==> config.mk <==
export PLATFORM = sky130hd
export DESIGN_NAME = lfsr_seq_ctrl
export DESIGN_NICKNAME = d
export VERILOG_FILES = /design/src/rtl/lfsr_seq_ctrl_pkg.sv /design/src/rtl/lfsr_seq_ctrl_lfsr.sv /design/src/rtl/lfsr_seq_ctrl.sv
export SDC_FILE = /design/constraint.sdc
export NUM_CORES = 1
export LEC_CHECK = 0
export CORE_UTILIZATION = 30
export DETAILED_ROUTE_END_ITERATION = 16
export RECOVER_POWER = 25
export SYNTH_ARGS = -nofsm -noshare
export SYNTH_HDL_FRONTEND = slang
export SYNTH_SLANG_ARGS = --single-unit
==> constraint.sdc <==
create_clock -name i_clk -period 4.9 [get_ports i_clk]
set_clock_uncertainty 0.15 [all_clocks]
set_input_delay 0.98 -clock i_clk [delete_from_list [all_inputs] [get_ports i_clk]]
set_output_delay 0.98 -clock i_clk [all_outputs]
set_load 0.01 [all_outputs]
==> src/rtl/lfsr_seq_ctrl_pkg.sv <==
// Shared types for the LFSR stimulus sequencer: FSM states, termination causes
// and the fixed feedback taps of the 49-bit generator.
package lfsr_seq_pkg;

    typedef enum logic [1:0] {
        IDLE   = 2'd0,
        STREAM = 2'd1,
        DONE   = 2'd2
    } seq_state_e;

    typedef enum logic [1:0] {
        CAUSE_LEN   = 2'd0,
        CAUSE_STOP  = 2'd1,
        CAUSE_ABORT = 2'd2
    } seq_cause_e;

    localparam int LFSR_TAP_HI = 48;
    localparam int LFSR_TAP_LO = 39;

endpackage

==> src/rtl/lfsr_seq_ctrl_lfsr.sv <==
// Loadable 49-bit XNOR Fibonacci LFSR with a combinational stop-code compare.
// The all-ones word is the lockup state and maps onto itself.
module lfsr
    import lfsr_seq_pkg::*;
#(
    parameter int NUM_BITS = 49
) (
    input  logic                i_clk,
    input  logic                i_rst,
    input  logic                i_en,
    input  logic                i_load,
    input  logic [NUM_BITS-1:0] i_data,
    input  logic [NUM_BITS-1:0] i_stop,
    output logic [NUM_BITS-1:0] o_data,
    output logic                o_vld,
    output logic                o_done
);

    logic [NUM_BITS-1:0] r_data;
    logic                r_vld;
    logic                w_feedback;

    assign w_feedback = ~(r_data[LFSR_TAP_HI] ^ r_data[LFSR_TAP_LO]);

    always_ff @(posedge i_clk or posedge i_rst) begin
        if (i_rst) begin
            r_data <= '0;
            r_vld  <= 1'b0;
        end else if (i_en) begin
            r_data <= i_load ? i_data : {r_data[NUM_BITS-2:0], w_feedback};
            r_vld  <= 1'b1;
        end
    end

    assign o_data = r_data;
    assign o_vld  = r_vld;
    assign o_done = (r_data == i_stop);

endmodule

==> src/rtl/lfsr_seq_ctrl.sv <==
// Sequencer: accepts seed/stop/length, streams LFSR words over valid/ready with a
// last marker, then pulses done with the word count and termination cause.
module lfsr_seq_ctrl
    import lfsr_seq_pkg::*;
#(
    parameter int NUM_BITS = 49,
    parameter int CNT_W    = 16
) (
    input  logic                i_clk,
    input  logic                i_rst_n,
    input  logic                i_cfg_vld,
    output logic                o_cfg_rdy,
    input  logic [NUM_BITS-1:0] i_cfg_seed,
    input  logic [NUM_BITS-1:0] i_cfg_stop,
    input  logic [CNT_W-1:0]    i_cfg_len,
    input  logic                i_abort,
    output logic                o_vld,
    input  logic                i_rdy,
    output logic [NUM_BITS-1:0] o_data,
    output logic                o_last,
    output logic                o_busy,
    output logic                o_done,
    output logic [1:0]          o_cause,
    output logic [CNT_W-1:0]    o_count
);

    // Handshakes: a transfer happens on a cycle where valid and ready are both
    // high; valid never depends combinationally on ready.
    seq_state_e          r_state;
    seq_cause_e          r_cause;
    logic [NUM_BITS-1:0] r_stop;
    logic [CNT_W-1:0]    r_len;
    logic [CNT_W-1:0]    r_count;
    logic                r_cfg_rdy;
    logic                r_vld;
    logic                r_busy;
    logic                r_done;

    logic                w_accept;
    logic                w_hs;
    logic                w_stop_hit;
    logic                w_len_hit;
    logic                w_last;
    logic                w_lfsr_en;
    logic                w_lfsr_vld_unused;
    logic [NUM_BITS-1:0] w_lfsr_data;
    logic [CNT_W-1:0]    w_count_inc;

    assign w_accept    = r_cfg_rdy & i_cfg_vld;
    assign w_hs        = r_vld & i_rdy;
    assign w_len_hit   = (r_count == (r_len - CNT_W'(1)));
    assign w_last      = r_vld & (w_len_hit | w_stop_hit);
    assign w_lfsr_en   = w_accept | (w_hs & ~w_last & ~i_abort);
    assign w_count_inc = (&r_count) ? r_count : r_count + CNT_W'(1);

    lfsr #(
        .NUM_BITS (NUM_BITS)
    ) u_lfsr (
        .i_clk  (i_clk),
        .i_rst  (~i_rst_n),
        .i_en   (w_lfsr_en),
        .i_load (w_accept),
        .i_data (i_cfg_seed),
        .i_stop (r_stop),
        .o_data (w_lfsr_data),
        .o_vld  (w_lfsr_vld_unused),
        .o_done (w_stop_hit)
    );

    always_ff @(posedge i_clk or negedge i_rst_n) begin
        if (!i_rst_n) begin
            r_state   <= IDLE;
            r_cause   <= CAUSE_LEN;
            r_stop    <= '0;
            r_len     <= '0;
            r_count   <= '0;
            r_cfg_rdy <= 1'b0;
            r_vld     <= 1'b0;
            r_busy    <= 1'b0;
            r_done    <= 1'b0;
        end else begin
            r_done <= 1'b0;
            case (r_state)
                IDLE: begin
                    if (w_accept) begin
                        r_stop    <= i_cfg_stop;
                        r_len     <= i_cfg_len;
                        r_count   <= '0;
                        r_cause   <= CAUSE_LEN;
                        r_cfg_rdy <= 1'b0;
                        r_busy    <= 1'b1;
                        if (i_cfg_len != '0) begin
                            r_state <= STREAM;
                            r_vld   <= 1'b1;
                        end else begin
                            r_state <= DONE;
                            r_done  <= 1'b1;
                        end
                    end else begin
                        r_cfg_rdy <= 1'b1;
                    end
                end
                STREAM: begin
                    if (w_hs) begin
                        r_count <= w_count_inc;
                    end
                    // A last-word handshake outranks a simultaneous abort.
                    if (w_hs && w_last) begin
                        r_state <= DONE;
                        r_cause <= w_stop_hit ? CAUSE_STOP : CAUSE_LEN;
                        r_vld   <= 1'b0;
                        r_done  <= 1'b1;
                    end else if (i_abort) begin
                        r_state <= DONE;
                        r_cause <= CAUSE_ABORT;
                        r_vld   <= 1'b0;
                        r_done  <= 1'b1;
                    end
                end
                DONE: begin
                    r_state   <= IDLE;
                    r_busy    <= 1'b0;
                    r_cfg_rdy <= 1'b1;
                end
                default: begin
                    r_state   <= IDLE;
                    r_vld     <= 1'b0;
                    r_busy    <= 1'b0;
                    r_cfg_rdy <= 1'b0;
                end
            endcase
        end
    end

    assign o_cfg_rdy = r_cfg_rdy;
    assign o_vld     = r_vld;
    assign o_data    = w_lfsr_data;
    assign o_last    = w_last;
    assign o_busy    = r_busy;
    assign o_done    = r_done;
    assign o_cause   = r_cause;
    assign o_count   = r_count;

endmodule

# After elaboration in Yosys (flattened, before gate mapping)
# Cells that the tools add are included.
[totals] ff_bits=138 in_bits=119 out_inout_bits=72
[classes] add_sub_neg=2 n_eq_ne=9 n_mux=28 n_bitwise=13 n_reduce_logical=11
[ops] op="equality test 49 bit" n=1
[ops] op="2-to-1 mux 49 bit" n=1
[ops] op="2-to-1 mux 16 bit" n=3
[ops] op="one-hot mux 16 bit (2 select lines)" n=1
[ops] op="adder 16 x 1 -> 16 bit (second input constant)" n=1
[ops] op="equality test 16 bit" n=1
[ops] op="AND reduction 16 bit" n=1
[ops] op="nonzero test 16 bit" n=1
[ops] op="subtractor 16 x 1 -> 16 bit (second input constant)" n=1
[ops] op="2-to-1 mux 2 bit" n=6
[ops] op="2-to-1 mux 1 bit" n=11
[ops] op="one-hot mux 2 bit (2 select lines)" n=2
[ops] op="AND reduction 4 bit" n=2
[ops] op="!= test 2 bit (second input constant)" n=3
[ops] op="one-hot mux 1 bit (3 select lines)" n=2
[ops] op="AND reduction 2 bit" n=3
[ops] op="bitwise AND 1 bit" n=5
[ops] op="inverter 1 bit" n=5
[ops] op="one-hot mux 1 bit (2 select lines)" n=2
[ops] op="!= test 3 bit (second input constant)" n=1
[ops] op="AND reduction 3 bit" n=1
[ops] op="equality test 2 x 1 -> 1 bit (second input constant)" n=1
[ops] op="equality test 2 bit (second input constant)" n=1
[ops] op="logical NOT 2 bit" n=1
[ops] op="other kinds (5)" n=6

# Depth between registers and ports, before layout
# Gate-level depths: netlist of the first run.
[logic_depth] word_depth=8 mapped_depth=12 depth_no_buf=9

# Cells and area by module
# Synthesis of the first run repeated with hierarchy kept, for this count alone.
[hier_totals] hier_cells=773 area_unflattened_um2=7016.7
[by_module_without_submodules] module="lfsr_seq_ctrl" instances=1 cells_per_inst=489 area_each_um2=4217.8 seq_area_each_um2=2227.1
[by_module_without_submodules] module="lfsr" instances=1 cells_per_inst=284 area_each_um2=2798.9 seq_area_each_um2=1251.2

# Worst setup path before layout of the first run
# No wires, ideal clock.
[synth_path] path_type="reg2out" from="register r_len[2]" to="output port o_last" t_arrival_ns=2.753 required_ns=3.770 path_slack_ns=1.017 path_stages_with_launch=10 cell_sequence="dfrtp_1 > clkbuf_1 > or4_1 > clkbuf_1 > o21a_1 > a2111oi_2 > o32ai_1 > o41ai_4 > clkbuf_1 > and2_1"
[synth_via] elab_chain_len=4
[synth_rtl] element="start: declaration" line="lfsr_seq_ctrl.sv:32" text="logic [CNT_W-1:0] r_len;"
[synth_rtl] element="start signal: assignment" line="lfsr_seq_ctrl.sv:87" text="r_len <= i_cfg_len;"
[synth_rtl] element="subtractor 16 x 1 -> 16 bit" line="lfsr_seq_ctrl.sv:51" text="assign w_len_hit = (r_count == (r_len - CNT_W'(1)));"
[synth_rtl] element="equality test 16 bit" line="lfsr_seq_ctrl.sv:51"
[synth_rtl] element="OR 1 bit" line="lfsr_seq_ctrl.sv:52" text="assign w_last = r_vld & (w_len_hit | w_stop_hit);"
[synth_rtl] element="bitwise AND 1 bit" line="lfsr_seq_ctrl.sv:52"
[synth_rtl] element="end: declaration" line="lfsr_seq_ctrl.sv:20" text="output logic o_last,"
# No other way between the ends.

# Final worst setup path of the first run
[layout_path] from="register r_len[0]" to="output port o_last"
# The elaborated chain is that of the path after synthesis.

==> flow_summary.toml, run 1 <==
[outcome]
status = "finished with violations"
violations = "max-capacitance violations, max-slew violations"

[floorplanning]
core_mm2 = 0.0235
dieHeight_um = 157
pin_count = 191
dieWidth_um = 157
die-area_mm2 = 0.0245
start_util = 0.305
rows = 56

[global_route]
grt-ovfl-total = 0
antenna_found_initial = 0
gr-usage-all-layers = 0.199
grt_pass1_vias = 6529
grt_pass1_wl_mm = 36.6
grt_max_degree = 86

[sta]
timing_hold_violations_final = 0
period_share = 0.926
slew_viol_final = 86
fin_ws_ns = 0.364
setup_viol = 0
tns_ns = 0
max_freq_mhz = 220
rsz0062_at_grt = "false"
slew_headroom = -0.493
post-route-min-period_ns = 4.54
worst_slew_pin_slew_ns = 2.24

[clock_tree]
cts-root-buf = "clkbuf_16"
insertion_delay_ns = 0.43
hold_buffers = 0
clock-sinks = 138
htreeDepth = 4
cts_tree = "done"
cts_max_path_buffers = 2
cts_resized = 0
numCtsBuffers = 17
post_cts_buffers = 0
clk_pin_slew_ns = 0.06

[yosys]
ys_seq_area_frac = 0.482
syn_inst = 818
synth-seq-cells = 138
yosysWarnings = 0
ys_types = 49
synth_ff_type = "dfrtp_1"
syn_area_per_cell_um2 = 8.76
ys_async_sr_fraction = 1.00
netlist_area_mm2 = 0.00716
synth_edf_count = 0
synth_fp_nets = 939

[power]
p_leak_nw = 4.23
p_per_area_mw_per_mm2 = 601
ir_drop_mv = 0.248

[worst_setup_path]
path_max_fanout = 6
required_ns = 3.77
cp-end-kind = "output port"
timing.rr.start = "r_len[0]"
cp.arrival_ns = 3.41
critPathLaunchType = "register"
crit_type = "reg2out"
crit_path_start = "r_len[0]"

[routing]
drc = 0
postRouteAntennaNets = 0
wl_mm = 23.3
routedWlPerCell_um = 17.8
vias = 6369
vias_per_cell = 4.84
firstDrtPassIters = 5
drt_iter0_markers = 369

[placement]
hpwl_mm = 16.6
gp_congestion = 0.883
pre_cts_ws_ns = 0.781
port_buffers = 190

[cells_and_area]
nets = 1104
areaGrowthSynthToFinish_pct = 39.0
multiInputGateArea_mm2 = 0.00348
fillers = 2313
antenna_cells = 0
ff_latch_area_mm2 = 0.00345
drive_above_1_share = 0.0502

[min_path]
hp-start = "r_stop[15]"
hp-class = "reg2reg"

[flow_run]
maxCapViolations = 1
-- cell families (layout without fill, tap and decap cells) --
kind of cell	Yosys count	after routing	synth area share
AOI/OAI and AO/OA	131	131	0.139
xor gates and xnor gates	81	81	0.0991
adders and majority gates	2	2	0.00349
buffers and inverters	59	237	0.0339
DFF	138	138	0.482
muxes	1	1	0.00140
and+or+nand+nor	406	406	0.241
-- final cells by class --
cell class	count	share of cell area
Clock buffer	19	0.0445
Clock inverter	13	0.0192
Inverter	7	0.00264
Multi-Input combinational cell	621	0.349
Sequential cell	138	0.347
Tap cell	319	0.0401
Timing Repair Buffer	198	0.197
-- cells in the final DEF (no fill, tap or decap), types with 3 or more instances in the layout --
cell | Yosys | final
nor2_1 | 23 | 23
nor2b_1 | 3 | 3
xor2_1 | 19 | 19
nand4_1 | 20 | 20
a21oi_1 | 4 | 4
a31oi_1 | 3 | 3
o21bai_1 | 47 | 47
nand3_1 | 14 | 14
o21ai_0 | 8 | 8
a211oi_1 | 3 | 3
xnor2_1 | 62 | 62
clkdlybuf4s50_1 | 0 | 189
nand2_1 | 299 | 298
nand2b_1 | 4 | 4
inv_1 | 7 | 7
clkinv_4 | 0 | 3
or4_1 | 5 | 5
or2_2 | 2 | 3
and3_1 | 3 | 3
o211ai_1 | 50 | 50
clkbuf_16 | 0 | 17
dfrtp_1 | 138 | 138
nor4_1 | 12 | 12
bufinv_16 | 0 | 4
buf_4 | 0 | 6
clkinvlp_4 | 0 | 3
nor3_1 | 8 | 7
-- through the flow --
step	instance area [um^2]	instances	power (mW)	hold WS, ns	utilization
final	9950	1315	5.98	0.344	0.424
after global routing	9950	1315	6.39	0.367	0.424
after CTS	9960	1315	6.05	0.349	0.425
after detailed placement	9330	1283	4.63	0.334	0.397
after global placement	9330	1283	4.61	0.329	0.397
after floorplan	7160	818	3.50	0.315	-
-- where the power goes --
part           leakage, nW  internal (mW)  switching (mW)
Combinational         2.20           1.19            1.27
Sequential            1.73           1.61           0.513
Clock                0.300          0.870           0.527
-- flip-flops by register name, summed over array words and instances (netlist names) --
name,count
r_state,2
o_vld,1
o_count,16
r_stop,49
o_busy,1
u_lfsr.o_data,49
o_done,1
r_len,16
o_cause,2
o_cfg_rdy,1
-- path summary, 6_finish.rpt --
check	end	slack, ns	depth (start not counted)
min reg2reg	r_stop[15]	0.34	2
max in group asynchronous	r_stop[24]	1.59	2
min in group asynchronous	o_cfg_rdy	1.05	1
max	o_last	0.36	7
max reg2reg	u_lfsr.o_data[12]	0.97	9
min	r_stop[15]	0.34	2
-- synthesized netlist by cell type, types with 4 or more instances --
cell      number  area share
clkbuf_1      44       0.023
nand2b_1       4      0.0035
nand2_1      299        0.16
nand4_1       20       0.017
nand3_1       14      0.0098
or4_1          5      0.0052
o21bai_1      47       0.049
o21ai_0        8      0.0056
buf_2          5      0.0035
inv_1          7      0.0037
o211ai_1      50       0.052
xor2_1        19       0.023
xnor2_1       62       0.076
nor2_1        23       0.012
nor4_1        12       0.010
nor3_1         8      0.0056
a21oi_1        4      0.0028
dfrtp_1      138        0.48
-- per-layer routing --
layer / routed length [um] / track usage
met5: 0 / 0
met4: 510 / 0.0668
met3: 1550 / 0.0521
met2: 10700 / 0.318
met1: 10600 / 0.260
-- worst max-delay path, stage by stage, from the launching register on --
cell and delay (ns):
dfrtp_1 0.44, or4_1 0.66, o21a_1 0.25, a2111oi_2 0.32, o32ai_1 0.18, o41ai_4 0.44, and2_1 0.18, clkdlybuf4s50_1 0.52
(Power assumes the default switching activity.)
==> run 2, diff against run 1 <==
--- a/config.mk
+++ b/config.mk
@@ -8,6 +8,7 @@
 export CORE_UTILIZATION = 30
 export DETAILED_ROUTE_END_ITERATION = 16
 export RECOVER_POWER = 25
+export SETUP_SLACK_MARGIN = 0.1
 export SYNTH_ARGS = -nofsm -noshare
 export SYNTH_HDL_FRONTEND = slang
 export SYNTH_SLANG_ARGS = --single-unit
==> constraint.sdc (replaced) <==
create_clock -name i_clk -period 5.7 [get_ports i_clk]
set_clock_uncertainty 0.15 [all_clocks]
set_input_delay 1.14 -clock i_clk [delete_from_list [all_inputs] [get_ports i_clk]]
set_output_delay 1.14 -clock i_clk [all_outputs]
set_load 0.01 [all_outputs]
==> flow_summary.toml, run 2 (synthesis gave the netlist of run 1 again) <==
[routing]
vias_per_cell = 4.84
routedWlPerCell_um = 17.6
postRouteAntennaNets = 0
drt_iter0_markers = 382
wl_mm = 23.1
firstDrtPassIters = 4
vias = 6356
drc = 0

[cells_and_area]
drive_above_1_share = 0.0492
nets = 1103
fillers = 2334
final_common_cell = "nand2_1"
final_cell_mix = "nand2_1 (298), clkdlybuf4s50_1 (189), dfrtp_1 (138)"
final_util = 0.424
areaGrowthSynthToFinish_pct = 38.9
antenna_cells = 0

[clock_tree]
htreeDepth = 4
cts-root-buf = "clkbuf_16"
numCtsBuffers = 17
clk_pin_slew_ns = 0.06
cts_max_path_buffers = 2
hold_buffers = 0
cts_tree = "done"
cts_resized = 0
clock-sinks = 138
insertion_delay_ns = 0.42
post_cts_buffers = 0

[floorplanning]
start_util = 0.305
pin_count = 191
rows = 56
core_mm2 = 0.0235
die-area_mm2 = 0.0245
dieHeight_um = 157
dieWidth_um = 157

[worst_setup_path]
reg2reg_to = "u_lfsr.o_data[26]"
rr_worst_depth = 8
cp.arrival_ns = 3.39
crit_slowest_cell = "or4_1"
cp-end-kind = "output port"
cp-endpoint = "o_last"
reg2reg_slack_ns = 1.40
required_ns = 4.41
critPathLaunchType = "register"
cpPeakStageDelay_ns = 0.66
crit_path_start = "r_len[0]"
path_max_fanout = 6
crit_type = "reg2out"
timing.rr.start = "r_len[0]"
crit_chain = "or4_1, o21a_1, a2111oi_2, o32ai_1, o41ai_4, and2_1, clkdlybuf4s50_1"

[power]
p_per_area_mw_per_mm2 = 516
p_leak_nw = 4.24
ir_drop_mv = 0.212

[sta]
period_share = 0.822
slew_viol_final = 97
rsz0062_at_grt = "false"
slew_headroom = -0.677
max_freq_mhz = 214
setup_viol = 0
worst_slew_pin_slew_ns = 2.52
timing_hold_violations_final = 0
post-route-min-period_ns = 4.68
tns_ns = 0

[global_route]
grt-ovfl-total = 0
antenna_found_initial = 0
grt_pass1_wl_mm = 35.2
grt_max_degree = 97
gr-usage-all-layers = 0.192
grt_pass1_vias = 6270

[min_path]
hp-start = "r_stop[30]"
hp-class = "reg2reg"

[placement]
hpwl_mm = 16.5
gp_congestion = 0.884
port_buffers = 190

[outcome]
violations = "max-capacitance violations, max-slew violations"
status = "finished with violations"

[flow_run]
maxCapViolations = 1
==> run 2: routing by layer <==
metal	track usage	vias up	part of all wire
li1	-	3095	-
met1	0.250	3006	0.45
met2	0.307	231	0.47
met3	0.0523	24	0.067
met4	0.0612	0	0.020
met5	0	-	0
==> run 2: final cells by class <==
type                    count  area [um^2]  share of cell area
well taps                 319          399              0.0401
clock inverters            12          186              0.0187
repair buffers            197         1960               0.197
flip-flops and latches    138         3450               0.347
clock buffers              20          447              0.0449
inverters                   7         26.3             0.00264
multi-input cells         621         3480               0.349
==> run 2: metrics by stage <==
step                      setup slack, ns  total power, mW  area, um^2  hold WS (ns)  instances
after CTS                           0.964             5.19        9960         0.348       1314
after detailed placement             1.36             3.96        9320         0.332       1282
after global placement               1.38             3.95        9320         0.328       1282
after floorplan                      1.66             3.00        7160         0.315        818
final                                1.02             5.13        9950         0.343       1314
after global routing                0.857             5.46        9950         0.370       1314
==> run 2: worst min-delay path by stage <==
stage	slack, ns	to	cells past startpoint
global placement	0.33	r_stop[14]	2
finish	0.34	r_stop[30]	2
CTS	0.35	r_stop[41]	2
global route	0.37	r_stop[30]	2
floorplan	0.32	r_stop[14]	2
detailed placement	0.33	r_stop[14]	2
==> run 2: critical path: cells and delay by family (launching register included) <==
kind                   cells  cell delay [ns]
AO/OA/AOI/OAI              4             1.19
AND/OR/NAND/NOR            2             0.84
buffers and inverters      1             0.53
flip-flops                 1             0.43
==> run 2: power breakdown <==
| part | switching (mW) | internal, mW |
|---|---|---|
| sequential | 0.443 | 1.39 |
| combinational | 1.08 | 1.02 |
| clock | 0.440 | 0.752 |
==> run 3, diff against run 2 <==
==> constraint.sdc (replaced) <==
create_clock -name i_clk -period 4.65 [get_ports i_clk]
set_clock_uncertainty 0.15 [all_clocks]
set_input_delay 0.93 -clock i_clk [delete_from_list [all_inputs] [get_ports i_clk]]
set_output_delay 0.93 -clock i_clk [all_outputs]
set_load 0.01 [all_outputs]
==> flow_summary.toml, run 3 (synthesis gave the netlist of run 1 again) <==
[outcome]
status = "finished with violations"
violations = "max-capacitance violations, max-slew violations"

[placement]
port_buffers = 190
place_area_mm2 = 0.00934
hpwl_mm = 16.8
gp_congestion = 0.868
dp.cells = 1284

[power]
ir_drop_mv = 0.256
p_leak_nw = 4.26
power.total_mw = 6.34
p_per_area_mw_per_mm2 = 635

[sta]
rsz0062_at_grt = "false"
whs_ns = 0.343
slew_headroom = -0.616
slew_viol_final = 95
setup_viol = 0
max_freq_mhz = 228
period_share = 0.942
tns_ns = 0
post-route-min-period_ns = 4.38
timing_hold_violations_final = 0
worst_slew_pin_slew_ns = 2.42

[cells_and_area]
areaGrowthSynthToFinish_pct = 39.4
stdcell_count = 1316
drive_above_1_share = 0.0532
final_cell_mix = "nand2_1 (298), clkdlybuf4s50_1 (189), dfrtp_1 (138)"
fillers = 2330
antenna_cells = 0
fin_area_mm2 = 0.00999
nets = 1105
final_common_cell = "nand2_1"

[worst_setup_path]
cp.arrival_ns = 3.30
cp-end-kind = "output port"
path_max_fanout = 6
rr_worst_depth = 9
critPathLaunchType = "register"
crit_type = "reg2out"
required_ns = 3.57

[global_route]
antenna_found_initial = 0
grt_pass1_wl_mm = 36.3
grt_pass1_vias = 6313
gr-usage-all-layers = 0.197
grt-ovfl-total = 0
grt_max_degree = 95

[floorplanning]
die-area_mm2 = 0.0245
rows = 56
dieWidth_um = 157
core_mm2 = 0.0235
start_util = 0.305
pin_count = 191
dieHeight_um = 157

[clock_tree]
htreeDepth = 4
insertion_delay_ns = 0.43
cts_max_path_buffers = 2
clk_pin_slew_ns = 0.06
numCtsBuffers = 17
cts_tree = "done"
clock-sinks = 138
cts-root-buf = "clkbuf_16"

[routing]
routedWlPerCell_um = 17.6
firstDrtPassIters = 5
drt_iter0_markers = 338
drc = 0
wl_mm = 23.2
vias = 6407
vias_per_cell = 4.87
postRouteAntennaNets = 0

[flow_run]
maxCapViolations = 1

[min_path]
hp-class = "reg2reg"
hold_path_depth = 2
## run 3: changes by cell type in the layout (fill, tap and decap cells not counted)
cell / before / now
buf_4: 6 / 8
nor3b_2: 0 / 1
clkbuf_8: 1 / 4
or4_1: 5 / 4
clkinv_4: 3 / 1
clkinvlp_4: 0 / 1
or4_4: 0 / 1
nor3b_1: 1 / 0
inv_6: 4 / 2
## run 3: cell type report
| class | count | area, um^2 | share of cell area |
|---|---|---|---|
| timing repair buffer | 199 | 1980 | 0.198 |
| sequential | 138 | 3450 | 0.346 |
| multi-input combinational | 621 | 3480 | 0.349 |
| clock inverter | 9 | 159 | 0.0159 |
| inverter | 7 | 26.3 | 0.00263 |
| tap | 319 | 399 | 0.0400 |
| clock buffer | 23 | 488 | 0.0489 |
## run 3: per-layer routing
| metal | wire length, um | global-route usage | share of wire |
|---|---|---|---|
| met1 | 10600 | 0.261 | 0.46 |
| met2 | 10800 | 0.316 | 0.47 |
| met3 | 1290 | 0.0440 | 0.056 |
| met4 | 442 | 0.0635 | 0.019 |
| met5 | 0 | 0 | 0 |
## run 3: critical path, stage by stage (launching register included)
cell and delay (ns):
dfrtp_1 0.44, or4_4 0.60, o21a_1 0.21, a2111oi_2 0.32, o32ai_1 0.17, o41ai_4 0.43, and2_1 0.17, clkdlybuf4s50_1 0.52
## run 3: path summary, 6_finish.rpt
path                            startpoint           endpoint  slack (ns)
worst max-delay path              r_len[0]             o_last        0.27
worst min-delay path            r_stop[30]         r_stop[30]        0.34
worst max register to register    r_len[0]  u_lfsr.o_data[46]        0.94
worst min register to register  r_stop[30]         r_stop[30]        0.34
max in group asynchronous          i_rst_n        o_count[11]        1.82
min in group asynchronous          i_rst_n         o_count[0]        1.05
## run 3: what timing repair did
action | in CTS | in global routing
hold buffers | 0 | 0
resized for setup | 0 | 2
setup endpoints to repair | 0 | 1
setup buffers | 0 | 0
## run 3: metrics by stage
| step | setup slack, ns | util |
|---|---|---|
| final | 0.272 | 0.425 |
| after CTS | 0.125 | 0.425 |
| after detailed placement | 0.592 | 0.398 |
| after global placement | 0.589 | 0.398 |
| after floorplan | 0.817 | - |
| after global routing | 0.123 | 0.425 |
## run 3: power by group
| group | leakage, nW | internal (mW) | switching [mW] |
|---|---|---|---|
| Clock | 0.314 | 0.959 | 0.540 |
| Combinational | 2.21 | 1.26 | 1.33 |
| Sequential | 1.73 | 1.70 | 0.550 |
| Total | 4.26 | 3.92 | 2.42 |
